**src/rtl/mux_sel_sequencer_pkg.sv**
```systemverilog
// Shared types and defaults for the mux select sequencer.
package mux_sel_sequencer_pkg;

  localparam int SEL_W_DEF   = 2;
  localparam int NUM_SRC_DEF = 3;
  localparam int DWELL_W_DEF = 8;

  typedef enum logic [1:0] {
    S_IDLE   = 2'd0,
    S_MANUAL = 2'd1,
    S_AUTO   = 2'd2
  } seq_state_t;

endpackage

```
**src/rtl/mux_sel_sequencer_if.sv**
```systemverilog
// Control/status bundle between a sequencer user (master) and the sequencer (slave).
interface mux_sel_sequencer_if
  import mux_sel_sequencer_pkg::*;
#(
  parameter int SEL_W   = SEL_W_DEF,
  parameter int DWELL_W = DWELL_W_DEF
);

  logic               en;
  logic               mode;
  logic               step;
  logic [DWELL_W-1:0] dwell;
  logic [SEL_W-1:0]   sel;
  logic               sel_chg;
  logic               wrap;

  modport master (
    output en, mode, step, dwell,
    input  sel, sel_chg, wrap
  );

  modport slave (
    input  en, mode, step, dwell,
    output sel, sel_chg, wrap
  );

endinterface

```
**src/rtl/step_sync_edge.sv**
```systemverilog
// Two-flop synchronizer plus rising-edge detect for an asynchronous level input.
// rise is high for exactly one cycle, starting the cycle after the second
// synchronizer stage captures the new level.
module step_sync_edge (
  input  logic clk,
  input  logic rst_n,
  input  logic din,
  output logic rise
);

  logic r_s1;
  logic r_s2;
  logic r_s3;

  // Synchronizer chain (s1, s2) and one-cycle delayed copy (s3) for edge detect.
  always_ff @(posedge clk or negedge rst_n) begin
    if (!rst_n) begin
      r_s1 <= 1'b0;
      r_s2 <= 1'b0;
      r_s3 <= 1'b0;
    end else begin
      r_s1 <= din;
      r_s2 <= r_s1;
      r_s3 <= r_s2;
    end
  end

  assign rise = r_s2 & ~r_s3;

endmodule

```
**src/rtl/mux_sel_sequencer.sv**
```systemverilog
// Select generator for the source mux: steps sel on button presses (MANUAL)
// or every dwell+1 cycles (AUTO), never producing a code >= NUM_SRC.
//
//   state    | meaning
//   ---------+-------------------------------------------------------
//   S_IDLE   | disabled; sel held, dwell counter cleared, presses dropped
//   S_MANUAL | one advance per synchronized step rising edge
//   S_AUTO   | advance when dwell counter reaches dwell, presses dropped
//
// The state register follows en/mode every cycle, and actions use the
// current state, so en/mode changes take effect one cycle later.
module mux_sel_sequencer
  import mux_sel_sequencer_pkg::*;
#(
  parameter int SEL_W   = SEL_W_DEF,
  parameter int NUM_SRC = NUM_SRC_DEF,
  parameter int DWELL_W = DWELL_W_DEF
) (
  input  logic               clk,
  input  logic               rst_n,
  mux_sel_sequencer_if.slave bus
);

  localparam logic [SEL_W-1:0] LP_LAST = SEL_W'(NUM_SRC - 1);
  localparam logic [SEL_W:0]   LP_NSRC = (SEL_W + 1)'(NUM_SRC);

  seq_state_t         r_state;
  seq_state_t         w_state_nxt;
  logic               w_rise;
  logic               w_adv;
  logic [DWELL_W-1:0] r_cnt;
  logic [DWELL_W-1:0] w_cnt_nxt;
  logic [SEL_W-1:0]   r_sel;
  logic               r_sel_chg;
  logic               r_wrap;

  step_sync_edge u_step_sync (
    .clk   (clk),
    .rst_n (rst_n),
    .din   (bus.step),
    .rise  (w_rise)
  );

  // State register.
  always_ff @(posedge clk or negedge rst_n) begin
    if (!rst_n) begin
      r_state <= S_IDLE;
    end else begin
      r_state <= w_state_nxt;
    end
  end

  // Next state from en/mode; advance decision and dwell counter from current state.
  always_comb begin
    w_state_nxt = S_IDLE;
    w_adv       = 1'b0;
    w_cnt_nxt   = '0;
    if (bus.en) begin
      w_state_nxt = bus.mode ? S_AUTO : S_MANUAL;
    end
    case (r_state)
      S_MANUAL: begin
        w_adv = w_rise;
      end
      S_AUTO: begin
        // >= rather than == so lowering dwell below the running count
        // advances immediately instead of waiting for the counter to wrap.
        if (r_cnt >= bus.dwell) begin
          w_adv = 1'b1;
        end else begin
          w_cnt_nxt = r_cnt + DWELL_W'(1);
        end
      end
      default: begin
      end
    endcase
  end

  // Dwell counter.
  always_ff @(posedge clk or negedge rst_n) begin
    if (!rst_n) begin
      r_cnt <= '0;
    end else begin
      r_cnt <= w_cnt_nxt;
    end
  end

  // Select register with change and wrap pulses.
  always_ff @(posedge clk or negedge rst_n) begin
    if (!rst_n) begin
      r_sel     <= '0;
      r_sel_chg <= 1'b0;
      r_wrap    <= 1'b0;
    end else if (w_adv) begin
      r_sel     <= (r_sel == LP_LAST) ? '0 : r_sel + SEL_W'(1);
      r_sel_chg <= 1'b1;
      r_wrap    <= (r_sel == LP_LAST);
    end else begin
      r_sel_chg <= 1'b0;
      r_wrap    <= 1'b0;
    end
  end

  assign bus.sel     = r_sel;
  assign bus.sel_chg = r_sel_chg;
  assign bus.wrap    = r_wrap;

  // Codes at or above NUM_SRC select an undriven mux leg and must never appear.
  a_sel_legal : assert property (@(posedge clk) disable iff (!rst_n) ({1'b0, r_sel} < LP_NSRC));

endmodule

```
**src/flat_wrapper.sv**
```systemverilog
// flat-port wrapper written by rule: the top's interface ports become plain ports
module mux_sel_sequencer_flat import mux_sel_sequencer_pkg::*;
#(
  parameter int SEL_W   = SEL_W_DEF,
  parameter int NUM_SRC = NUM_SRC_DEF,
  parameter int DWELL_W = DWELL_W_DEF
)
  (clk, rst_n, bus_en, bus_mode, bus_step, bus_dwell, bus_sel, bus_sel_chg, bus_wrap);
  mux_sel_sequencer_if #(.SEL_W(SEL_W), .DWELL_W(DWELL_W)) bus_i ();
  input  logic clk;
  input  logic rst_n;
  input wire logic [$bits(bus_i.en)-1:0] bus_en;
  input wire logic [$bits(bus_i.mode)-1:0] bus_mode;
  input wire logic [$bits(bus_i.step)-1:0] bus_step;
  input wire logic [$bits(bus_i.dwell)-1:0] bus_dwell;
  output wire logic [$bits(bus_i.sel)-1:0] bus_sel;
  output wire logic [$bits(bus_i.sel_chg)-1:0] bus_sel_chg;
  output wire logic [$bits(bus_i.wrap)-1:0] bus_wrap;
  assign bus_i.en = bus_en;
  assign bus_i.mode = bus_mode;
  assign bus_i.step = bus_step;
  assign bus_i.dwell = bus_dwell;
  assign bus_sel = bus_i.sel;
  assign bus_sel_chg = bus_i.sel_chg;
  assign bus_wrap = bus_i.wrap;
  mux_sel_sequencer #(.SEL_W(SEL_W), .NUM_SRC(NUM_SRC), .DWELL_W(DWELL_W)) u_core (.clk(clk), .rst_n(rst_n), .bus(bus_i));
endmodule
```
**config.mk**
```make
export PLATFORM = sky130hd
export DESIGN_NAME = mux_sel_sequencer_flat
export DESIGN_NICKNAME = d
export VERILOG_FILES = /design/src/rtl/mux_sel_sequencer_pkg.sv /design/src/rtl/mux_sel_sequencer_if.sv /design/src/rtl/step_sync_edge.sv /design/src/rtl/mux_sel_sequencer.sv /design/src/flat_wrapper.sv
export SDC_FILE = /design/constraint.sdc
export NUM_CORES = 1
export LEC_CHECK = 0
export BUFFER_PORTS_ARGS = -buffer_cell sky130_fd_sc_hd__buf_2
export CORE_MARGIN = 2
export CORE_UTILIZATION = 45
export CTS_BUF_LIST = sky130_fd_sc_hd__clkbuf_8
export DETAILED_ROUTE_END_ITERATION = 8
export PLACE_DENSITY = 0.77
export SETUP_SLACK_MARGIN = 0.05
export SYNTH_ARGS = -nofsm -noshare
export SYNTH_HDL_FRONTEND = slang
export SYNTH_SLANG_ARGS = --single-unit
```
**constraint.sdc**
```tcl
create_clock -name clk -period 4.5 [get_ports clk]
set_input_delay 0.675 -clock clk [delete_from_list [all_inputs] [get_ports clk]]
set_output_delay 0.675 -clock clk [all_outputs]
set_load 0.02 [all_outputs]
```
==> results of run 1 <==
[power groups by stage]
stage | clock network (mW) | registers (mW) | logic [mW]
CTS | 0.113 | 0.163 | 0.0327
global placement | 0 | 0.165 | 0.0307
floorplan | 0 | 0.167 | 0.0165
detailed placement | 0 | 0.166 | 0.0323
finish | 0.110 | 0.163 | 0.0320
global route | 0.119 | 0.164 | 0.0368
[kinds of logic (layout without fill, tap and decap cells)]
group,Yosys count,count (layout)
multiplexers,2,2
AND/OR/NAND/NOR,26,26
adder cells (fa/ha/maj),11,11
AO/OA/AOI/OAI,6,6
buffers and inverters,13,33
XOR/XNOR,6,6
flip-flops,17,17
[final cells by class]
| class | instances | area, um^2 | area share [%] |
|---|---|---|---|
| Timing Repair Buffer | 16 | 80.1 | 7.61 |
| Clock buffer | 3 | 41.3 | 3.92 |
| Tap cell | 27 | 33.8 | 3.21 |
| Inverter | 13 | 48.8 | 4.64 |
| Sequential cell | 17 | 425 | 40.4 |
| Multi-Input combinational cell | 51 | 418 | 39.7 |
| Clock inverter | 1 | 5.00 | 0.476 |
[layout by cell type (no fill, tap or decap)]
master    instances
buf_2            16
clkbuf_8          3
and3_1            3
nand3_1           6
nand3b_1          1
nor2_1           10
xor2_1            5
nand4_1           2
o211ai_1          1
and3b_2           1
ha_1             11
a221oi_4          1
and2_1            1
nor2b_1           2
a211oi_1          1
mux2_4            2
dfrtp_1          17
xnor2_1           1
a211o_1           1
a21oi_1           1
inv_1            13
clkinv_2          1
a21o_1            1
[worst min-delay path by stage]
stage / start / to / depth (start not counted)
global route: rst_n / u_core.r_cnt[7]$_DFF_PN0_ / 1
finish: rst_n / u_core.bus.sel[0]$_DFFE_PN0P_ / 1
floorplan: u_core.u_step_sync.r_s1$_DFF_PN0_ / u_core.u_step_sync.r_s2$_DFF_PN0_ / 0
detailed placement: u_core.u_step_sync.r_s1$_DFF_PN0_ / u_core.u_step_sync.r_s2$_DFF_PN0_ / 0
CTS: rst_n / u_core.bus.sel[0]$_DFFE_PN0P_ / 1
global placement: u_core.u_step_sync.r_s1$_DFF_PN0_ / u_core.u_step_sync.r_s2$_DFF_PN0_ / 0
[per-stage QoR]
stage	utilization, %	setup slack [ns]	cells
final	54.8	2.44	128
after global routing	54.8	2.37	128
after CTS	54.8	2.44	128
after detailed placement	52.3	2.18	124
after global placement	52.3	2.22	124
after floorplan	-	2.34	81
[critical path, cell delays in order]
cell and delay, ns:
buf_2 0.07, inv_1 0.03, ha_1 0.28, o211ai_1 0.09, a211o_1 0.35, a221oi_4 0.36, mux2_4 0.33
[registers in the layout, indices dropped and copies added (netlist names)]
| signal | count |
|---|---|
| u_core.r_cnt | 8 |
| u_core.bus.sel | 2 |
| u_core.r_state | 2 |
| u_core.bus.sel_chg | 1 |
| u_core.bus.wrap | 1 |
| u_core.u_step_sync.r_s1 | 1 |
| u_core.u_step_sync.r_s2 | 1 |
| u_core.u_step_sync.r_s3 | 1 |
[layer usage]
metal / part of all wire, % / vias to the layer above
li1: - / 312
met1: 43 / 311
met2: 55 / 8
met3: 2.0 / 0
met4: 0 / 0
met5: 0 / -
[synth_stat cells (2+ instances only)]
cell and instances:
dfrtp_1 17, inv_1 13, ha_1 11, nor2_1 10, nand3_1 6, xor2_1 5
and3_1 3, mux2_4 2, nand4_1 2, nor2b_1 2
==> out/qor.txt, run 1 <==
Total of max-cap violations -> 0
R2r endpoint -> u_core.bus.sel[1]$_DFFE_PN0P_
Row cnt -> 16
Core area -> 1920 um^2
Cts bufs inserted -> 3
Maximum vdd drop -> 0.186 mV
Final hold violations -> 0
Initial antenna violation count -> 0
Reg2reg setup slack -> 2.49 ns
Final setup fails -> 0
Synthesis-stage register bit count -> 17
WHS -> 0.331 ns
Status -> completed
Initial Util -> 46.4%
Clock tree sinks -> 17
Critical Path RT -> 4.63 ns
Area growth, synth to finish -> 18.0%
Syn Area/Cell -> 11.0 um^2
GR Overflow Total -> 0
Buffers on Ports -> 16
Vias -> 631
Post-synth top flop -> dfrtp_1
Crit path max fanout -> 4
Worst Skew -> 0.00108 ns
FILL cells -> 176
P per Cell Area -> 290 nW/um^2
# diodes -> 0
Power share of the sequential group -> 53.4%
H-tree Lvls -> 1
Grt met3 use -> 2.16%
Post-DR wirelength/cell -> 11.1 um
Slew margin rel. -> 75.6%
GPL Wtd Cong -> 0.755
Resize count post-CTS -> 0
Setup TNS -> 0 ns
Syn Std Cell Area -> 892 um^2
Tightest Pin Transition -> 0.364 ns
# DRC -> 0
Crit path launch -> bus_dwell[2]
Placed wire-length estimate -> 1.10 mm
Total net switching power -> 0.0710 mW
Longest Clk Path Bufs -> 2
Simple logic cell fraction of the synthesized area -> 15.1%
Gr usage total -> 13.5%
Clk slew on worst S/H paths -> 0.06 ns
Pleak -> 0.582 nW
Critical Path Start Type -> input port
CTS tree -> done
Die Ht -> 48.5 um
Setup Fix Bufs, Post-CTS -> 0
M2 GR Usage -> 23.8%
Insertion delay to the later sink of the worst-skew pair -> 0.24 ns
Post-synthesis xor/xnor area fraction -> 5.89%
Comb pwr share -> 10.5%
Largest net degree at the start of global routing -> 18
Post-route ant nets -> 0
Worst r2r path cells -> 6
Yosys cell types -> 20
Post-synth EDFFs -> 0
Design Power -> 0.305 mW
Final Slew Violations -> 0
WS Path Type -> in -> reg
Asr flop ratio synth -> 100%
Largest family of logic cells by synthesized area -> adder cells
CTS Hold Bufs -> 0
DP Area -> 1010 um^2
Area contributors post-synth -> dfrtp_1 48%, ha_1 15%, inv_1 5.5%
Switch share -> 23.2%
Mux contribution to synthesized area -> 3.37%
Vias in the first global route -> 624
Design Area, Final -> 1050 um^2
Cell-internal power -> 0.234 mW
Total wire length -> 1.42 mm
Horiz. Die Dim -> 48.5 um
# IOs -> 17
Fraction of layout cells with a size suffix above 1 -> 23.8%
Mapped Cells -> 81
RSZ-0062 raised after global routing -> no
Compound-Gate Fraction of Synth Area -> 7.01%
Adder-cell share of the synthesized area -> 15.4%
First-pass DRT Iterations -> 3
Net count reported at finish -> 126
Final period util -> 45.7%
Sequential share of the synthesized area -> 47.7%
Most Crowded Layer GR -> met2
Minimum clock period -> 2.06 ns
Achievable Freq -> 487 MHz
Vias/cell -> 4.93
Synth top area share -> 47.7%
CP Capture Point -> u_core.bus.sel[1]$_DFFE_PN0P_
Crit. End Element -> flop
Die area -> 2350 um^2
Top cell type by total area after synthesis -> dfrtp_1
Worst reg2reg startpoint -> u_core.r_cnt[0]$_DFF_PN0_
Hold Path Class -> in -> async
Syn nets -> 105
First-pass GRT wire length -> 2.47 mm
Clk pwr share -> 36.1%
Met1 Use GR -> 15.5%
Root buffer cell -> clkbuf_8
CP arrival -> 2.19 ns
Number of synthesis warnings -> 0
Detailed Route Iter0 Violations -> 3
(Power assumes the default switching activity.)
==> run 2: changes to the inputs <==
--- a/config.mk
+++ b/config.mk
@@ -5,12 +5,13 @@
 export SDC_FILE = /design/constraint.sdc
 export NUM_CORES = 1
 export LEC_CHECK = 0
+export ABC_AREA = 1
 export BUFFER_PORTS_ARGS = -buffer_cell sky130_fd_sc_hd__buf_2
 export CORE_MARGIN = 2
 export CORE_UTILIZATION = 45
 export CTS_BUF_LIST = sky130_fd_sc_hd__clkbuf_8
 export DETAILED_ROUTE_END_ITERATION = 8
-export PLACE_DENSITY = 0.77
+export PLACE_DENSITY = 0.79
 export SETUP_SLACK_MARGIN = 0.05
 export SYNTH_ARGS = -nofsm -noshare
 export SYNTH_HDL_FRONTEND = slang
==> constraint.sdc (replaced) <==
create_clock -name clk -period 1.6 [get_ports clk]
set_input_delay 0.24 -clock clk [delete_from_list [all_inputs] [get_ports clk]]
set_output_delay 0.24 -clock clk [all_outputs]
set_load 0.02 [all_outputs]
==> run 2 against run 1 <==
Against the previous run: via count grew 19%; worst hold slack got worse by 0.23 ns; register-to-register slack got worse by 2.5 ns; clock-buffer cell count unchanged; first-iteration DRC count up 100%; synthesized cell count rose by 26%; worst setup slack worse by 2.4 ns; sequential power grew to 2.9 times the previous value; cell area grew 26%; total power rose to 3.1 times the previous value; critical path depth increased by 3; clock power grew to 2.8 times the previous value.
==> out/qor.txt, run 2 <==
Worst r2r path cells -> 10
Post-synthesis xor/xnor area fraction -> 4.67%
Cts bufs inserted -> 3
FILL cells -> 146
Fin worst setup slack -> 0.0205 ns
Clk slew on worst S/H paths -> 0.07 ns
Gr usage total -> 16.1%
Die Ht -> 49.6 um
Design Power -> 0.951 mW
RSZ-0062 raised after global routing -> yes
GPL Wtd Cong -> 0.780
Die area -> 2460 um^2
CP arrival -> 1.77 ns
Crit path max fanout -> 4
Top cell type by total area after synthesis -> dfrtp_1
P per Cell Area -> 715 nW/um^2
Root buffer cell -> clkbuf_8
Critical Path Start Type -> flop
Simple logic cell fraction of the synthesized area -> 24.7%
GR Overflow Total -> 0
Initial Util -> 47.8%
Multi-input logic area -> 583 um^2
Final setup fails -> 0
Final period util -> 98.7%
CP Capture Point -> u_core.bus.sel[0]$_DFFE_PN0P_
Longest Clk Path Bufs -> 2
Achievable Freq -> 633 MHz
Clock tree sinks -> 17
Syn Std Cell Area -> 937 um^2
R2r endpoint -> u_core.bus.sel[0]$_DFFE_PN0P_
Core area -> 1960 um^2
First-pass DRT Iterations -> 4
Number of synthesis warnings -> 0
Final hold violations -> 0
Slew margin rel. -> 76.4%
Synth top cells by count -> 19 x inv_1, 17 x dfrtp_1, 16 x nand2_1
Sequential Area -> 427 um^2
Crit. End Element -> flop
Pleak -> 0.710 nW
# DRC -> 0
Total of max-cap violations -> 0
Vias in the first global route -> 756
Hold Path Class -> in -> reg
Compound-Gate Fraction of Synth Area -> 2.54%
Largest net degree at the start of global routing -> 18
Net count reported at finish -> 158
Area contributors post-synth -> dfrtp_1 45%, ha_1 15%, inv_1 7.6%
Critical Path RT -> 1.79 ns
Mapped Cells -> 102
Post-synth top flop -> dfrtp_1
WS Path Type -> reg -> reg
Post-route ant nets -> 0
Area growth, synth to finish -> 41.9%
DP Area -> 1070 um^2
Total wire length -> 2.01 mm
Row cnt -> 16
Setup TNS -> 0 ns
Count leader, synth -> inv_1
Syn nets -> 126
Maximum vdd drop -> 0.590 mV
First-pass GRT wire length -> 3.02 mm
Minimum clock period -> 1.58 ns
Largest family of logic cells by synthesized area -> simple AND/OR/NAND/NOR gates
Vias -> 749
Design Area, Final -> 1330 um^2
Most common cell after layout, fill and taps aside -> inv_1
Buffers on Ports -> 16
Asr flop ratio synth -> 100%
Crit path launch -> u_core.r_cnt[5]$_DFF_PN0_
Insertion delay to the later sink of the worst-skew pair -> 0.25 ns
Post-Place Setup Slack -> -0.00651 ns
Synthesis-stage register bit count -> 17
CTS tree -> done
Post-Place Cells -> 148
Vias/cell -> 4.68
Horiz. Die Dim -> 49.6 um
Yosys cell types -> 19
# diodes -> 0
Finished Layout Cells -> 160
Reg2reg setup slack -> 0.02 ns
Max FFs per register -> 8
Post-DR wirelength/cell -> 12.6 um
# IOs -> 17
Adder-cell share of the synthesized area -> 14.7%
Fraction of layout cells with a size suffix above 1 -> 44.4%
Syn Area/Cell -> 9.19 um^2
Tightest Pin Transition -> 0.354 ns
Status -> completed
Largest Register -> u_core.r_cnt
Initial antenna violation count -> 0
Mux contribution to synthesized area -> 0%
Worst reg2reg startpoint -> u_core.r_cnt[5]$_DFF_PN0_
H-tree Lvls -> 1
Placed wire-length estimate -> 1.24 mm
Sequential share of the synthesized area -> 45.4%
Detailed Route Iter0 Violations -> 6
Worst Skew -> 0.00501 ns
Synth top area share -> 45.4%
Final Slew Violations -> 0
Post-synth EDFFs -> 0
Commonest cells after routing, fill and taps aside -> 18 x inv_1, 16 x buf_2, 16 x dfrtp_1
-- run 2: cell type report --
class | count | share of cell area, %
Multi-Input combinational cell | 65 | 43.8
Tap cell | 27 | 2.54
Timing Repair Buffer | 27 | 12.4
Clock buffer | 3 | 3.10
Clock inverter | 1 | 0.376
Inverter | 20 | 5.64
Sequential cell | 17 | 32.1
-- run 2: cell families after synthesis --
| kind of cell | count (synthesis) |
|---|---|
| buffers and inverters | 20 |
| XOR/XNOR | 5 |
| AND/OR/NAND/NOR | 45 |
| flip-flops | 17 |
| AO/OA/AOI/OAI | 4 |
| adder cells (fa/ha/maj) | 11 |
-- run 2: routing by layer --
layer  share of wire, %  up-vias  wire length (um)  global-route usage (%)
met4                1.0        0                21                    5.56
met3                3.5        4                71                    2.73
li1                   -      376                 -                       -
met5                  0        -                 0                       0
met2                 58       19              1180                    32.0
met1                 37      350               744                    16.6
-- run 2: per-stage QoR --
stage	hold slack (ns)	util [%]
after floorplan	-0.0556	-
after global placement	0.170	54.7
after detailed placement	0.170	54.7
after CTS	0.0934	63.3
after global routing	0.0873	67.8
final	0.0979	67.8
-- run 2: worst max-delay path: stages, from the launching register on --
cell	delay [ns]
dfrtp_1	0.41
ha_4	0.25
a21oi_2	0.15
nor2_1	0.06
nor2_2	0.21
nand3_2	0.09
nand2_1	0.07
nand2_2	0.08
nand2_4	0.08
nand2_2	0.05
nand2_2	0.06
-- run 2: how the worst min path moves through the flow --
stage / startpoint / endpoint / slack (ns) / cells past startpoint
floorplan: rst_n / u_core.bus.sel[0]$_DFFE_PN0P_ / -0.06 / 0
global placement: rst_n / u_core.bus.sel_chg$_DFF_PN0_ / 0.17 / 1
detailed placement: rst_n / u_core.bus.wrap$_DFF_PN0_ / 0.17 / 1
CTS: bus_step / u_core.u_step_sync.r_s1$_DFF_PN0_ / 0.09 / 1
global route: bus_step / u_core.u_step_sync.r_s1$_DFF_PN0_ / 0.09 / 1
finish: bus_step / u_core.u_step_sync.r_s1$_DFF_PN0_ / 0.1 / 1
-- run 2: power breakdown --
| part | switching (mW) | internal (mW) | leakage [nW] |
|---|---|---|---|
| registers | 0.0219 | 0.453 | 0.224 |
| clock network | 0.137 | 0.172 | 0.0255 |
| logic | 0.0982 | 0.0684 | 0.461 |
| total | 0.257 | 0.694 | 0.710 |
-- run 2: timing repair --
item | 4_1_cts | 5_1_grt
endpoints found under the setup margin | 3 | 12
hold endpoints to repair | 17 | 0
hold buffers | 1 | 0
pin swaps | 7 | 7
resized for setup | 12 | 12
setup buffers | 4 | 3
==> run 3: changes to the inputs <==
--- a/config.mk
+++ b/config.mk
@@ -5,13 +5,12 @@
 export SDC_FILE = /design/constraint.sdc
 export NUM_CORES = 1
 export LEC_CHECK = 0
-export ABC_AREA = 1
 export BUFFER_PORTS_ARGS = -buffer_cell sky130_fd_sc_hd__buf_2
 export CORE_MARGIN = 2
 export CORE_UTILIZATION = 45
 export CTS_BUF_LIST = sky130_fd_sc_hd__clkbuf_8
 export DETAILED_ROUTE_END_ITERATION = 8
-export PLACE_DENSITY = 0.79
+export PLACE_DENSITY = 0.8
 export SETUP_SLACK_MARGIN = 0.05
 export SYNTH_ARGS = -nofsm -noshare
 export SYNTH_HDL_FRONTEND = slang
==> run 3 against run 2 <==
Against the previous run: the flow now finishes with violations (setup timing); critical path depth down 5; via count shrank 10%; cell area is 9.8% lower; maximum frequency fell by 15%; non-clock buffer count is 2 higher; combinational power decreased by 35%; critical endpoint unchanged; largest power group unchanged; highest routed layer unchanged.
==> out/qor.txt, run 3 (synthesized netlist as in run 1, its figures left out) <==
Gr usage total -> 16.0%
Critical Path Start Type -> flop
Longest Clk Path Bufs -> 2
Commonest cells after routing, fill and taps aside -> 17 x dfrtp_1, 16 x buf_2, 13 x inv_1
Detailed Route Iter0 Violations -> 3
First-pass DRT Iterations -> 4
Die area -> 2350 um^2
Core Util, Final -> 62.4%
Insertion delay to the later sink of the worst-skew pair -> 0.24 ns
DP Area -> 1090 um^2
Max FFs per register -> 8
Hold Path Class -> in -> reg
GR Overflow Total -> 0
Cts bufs inserted -> 3
GPL Wtd Cong -> 0.823
Post-Place Setup Slack -> -0.263 ns
Post-route ant nets -> 0
Crit path max fanout -> 3
H-tree Lvls -> 1
Achievable Freq -> 539 MHz
Vias/cell -> 4.77
Final setup fails -> 11
Placed wire-length estimate -> 1.29 mm
Worst Hold Launch -> bus_step
Core area -> 1920 um^2
# DRC -> 0
Post-DR wirelength/cell -> 12.1 um
Minimum clock period -> 1.85 ns
CP arrival -> 1.99 ns
Finished Layout Cells -> 141
Net count reported at finish -> 139
R2r endpoint -> u_core.bus.sel[0]$_DFFE_PN0P_
Reg2reg setup slack -> -0.25 ns
Worst r2r path cells -> 5
Design Area, Final -> 1200 um^2
Hold endpoint -> u_core.u_step_sync.r_s1$_DFF_PN0_
Fraction of layout cells with a size suffix above 1 -> 36.0%
Status -> complete, but fails checks
Total wire length -> 1.70 mm
Final Slew Violations -> 0
Tightest Pin Transition -> 0.368 ns
# diodes -> 0
Row cnt -> 16
Sequential Area -> 425 um^2
Total of max-cap violations -> 0
# IOs -> 17
Most common cell after layout, fill and taps aside -> dfrtp_1
Initial antenna violation count -> 0
Setup TNS -> -0.855 ns
Area growth, synth to finish -> 34.5%
Largest net degree at the start of global routing -> 18
Clk slew on worst S/H paths -> 0.06 ns
Clock tree sinks -> 17
Final hold violations -> 0
Worst Skew -> 0.000985 ns
RSZ-0062 raised after global routing -> yes
Horiz. Die Dim -> 48.5 um
Hold Path Cell Cnt -> 1
Initial Util -> 46.4%
Vias -> 673
Final period util -> 116%
Buffers on Ports -> 16
Die Ht -> 48.5 um
P per Cell Area -> 731 nW/um^2
CTS tree -> done
Failing checks -> setup timing
Pleak -> 0.649 nW
Vias in the first global route -> 737
FILL cells -> 158
Slew margin rel. -> 75.5%
WHS -> 0.0955 ns
Largest Register -> u_core.r_cnt
First-pass GRT wire length -> 2.88 mm
Post-Place Cells -> 135
Maximum vdd drop -> 0.524 mV
Worst reg2reg startpoint -> u_core.r_cnt[2]$_DFF_PN0_
WS Path Type -> reg -> reg
Crit. End Element -> flop
Critical Path RT -> 1.73 ns
Fin worst setup slack -> -0.254 ns
Multi-input logic area -> 465 um^2
Root buffer cell -> clkbuf_8
Design Power -> 0.877 mW
## run 3: cell count changes in the layout (fill, tap and decap cells not counted), sizes merged, moves of 2 or more
| cell | previous run | this run |
|---|---|---|
| buf | 26 | 28 |
| xor2 | 3 | 5 |
| mux2 | 0 | 2 |
| nand2 | 19 | 0 |
| nor2 | 16 | 10 |
| inv | 20 | 13 |
| nor2b | 0 | 2 |
| and3 | 0 | 3 |
## run 3: layout make-up
cell class              instances  share of cell area (%)
well taps                      27                    2.82
multi-input cells              51                    38.8
inverters                      13                    4.07
repair buffers                 29                    15.0
flip-flops and latches         17                    35.5
clock buffers                   3                    3.44
clock inverters                 1                   0.417
## run 3: worst max-delay path: stages (launching register included)
cell and delay, ns:
dfrtp_1 0.41, ha_4 0.28, a211oi_1 0.07, a211o_1 0.35
a221oi_4 0.31, mux2_4 0.33
## run 3: how the worst max path moves through the flow
stage	startpoint	endpoint	slack, ns	cells after the start
floorplan	u_core.r_cnt[2]$_DFF_PN0_	u_core.bus.sel[0]$_DFFE_PN0P_	-0.23	5
global placement	u_core.r_cnt[7]$_DFF_PN0_	u_core.bus.sel[1]$_DFFE_PN0P_	-0.22	5
detailed placement	u_core.r_cnt[2]$_DFF_PN0_	u_core.bus.sel[0]$_DFFE_PN0P_	-0.26	5
CTS	u_core.r_cnt[2]$_DFF_PN0_	u_core.bus.sel[0]$_DFFE_PN0P_	-0.26	5
global route	u_core.r_cnt[5]$_DFF_PN0_	u_core.bus.sel[1]$_DFFE_PN0P_	-0.33	6
finish	u_core.r_cnt[2]$_DFF_PN0_	u_core.bus.sel[0]$_DFFE_PN0P_	-0.25	5
## run 3: repair_timing
action	CTS	global route
endpoints found under the setup margin	12	12
resized for setup	1	4
hold buffers	1	0
buffers inserted	0	1
endpoints found under the hold margin	17	0
pin swaps	0	0
## run 3: power breakdown
group          switching (mW)  internal [mW]
registers              0.0116          0.445
logic                  0.0555         0.0538
clock network           0.139          0.172
total                   0.206          0.671
## run 3: routing by layer
metal / vias to the layer above / share of wire, % / GRT usage [%] / wire length (um)
met4: 0 / 1.1 / 9.52 / 19
met2: 10 / 56 / 30.8 / 956
met5: - / 0 / 0 / 0
met1: 325 / 41 / 17.5 / 698
li1: 336 / - / - / -
met3: 2 / 1.5 / 0.309 / 26
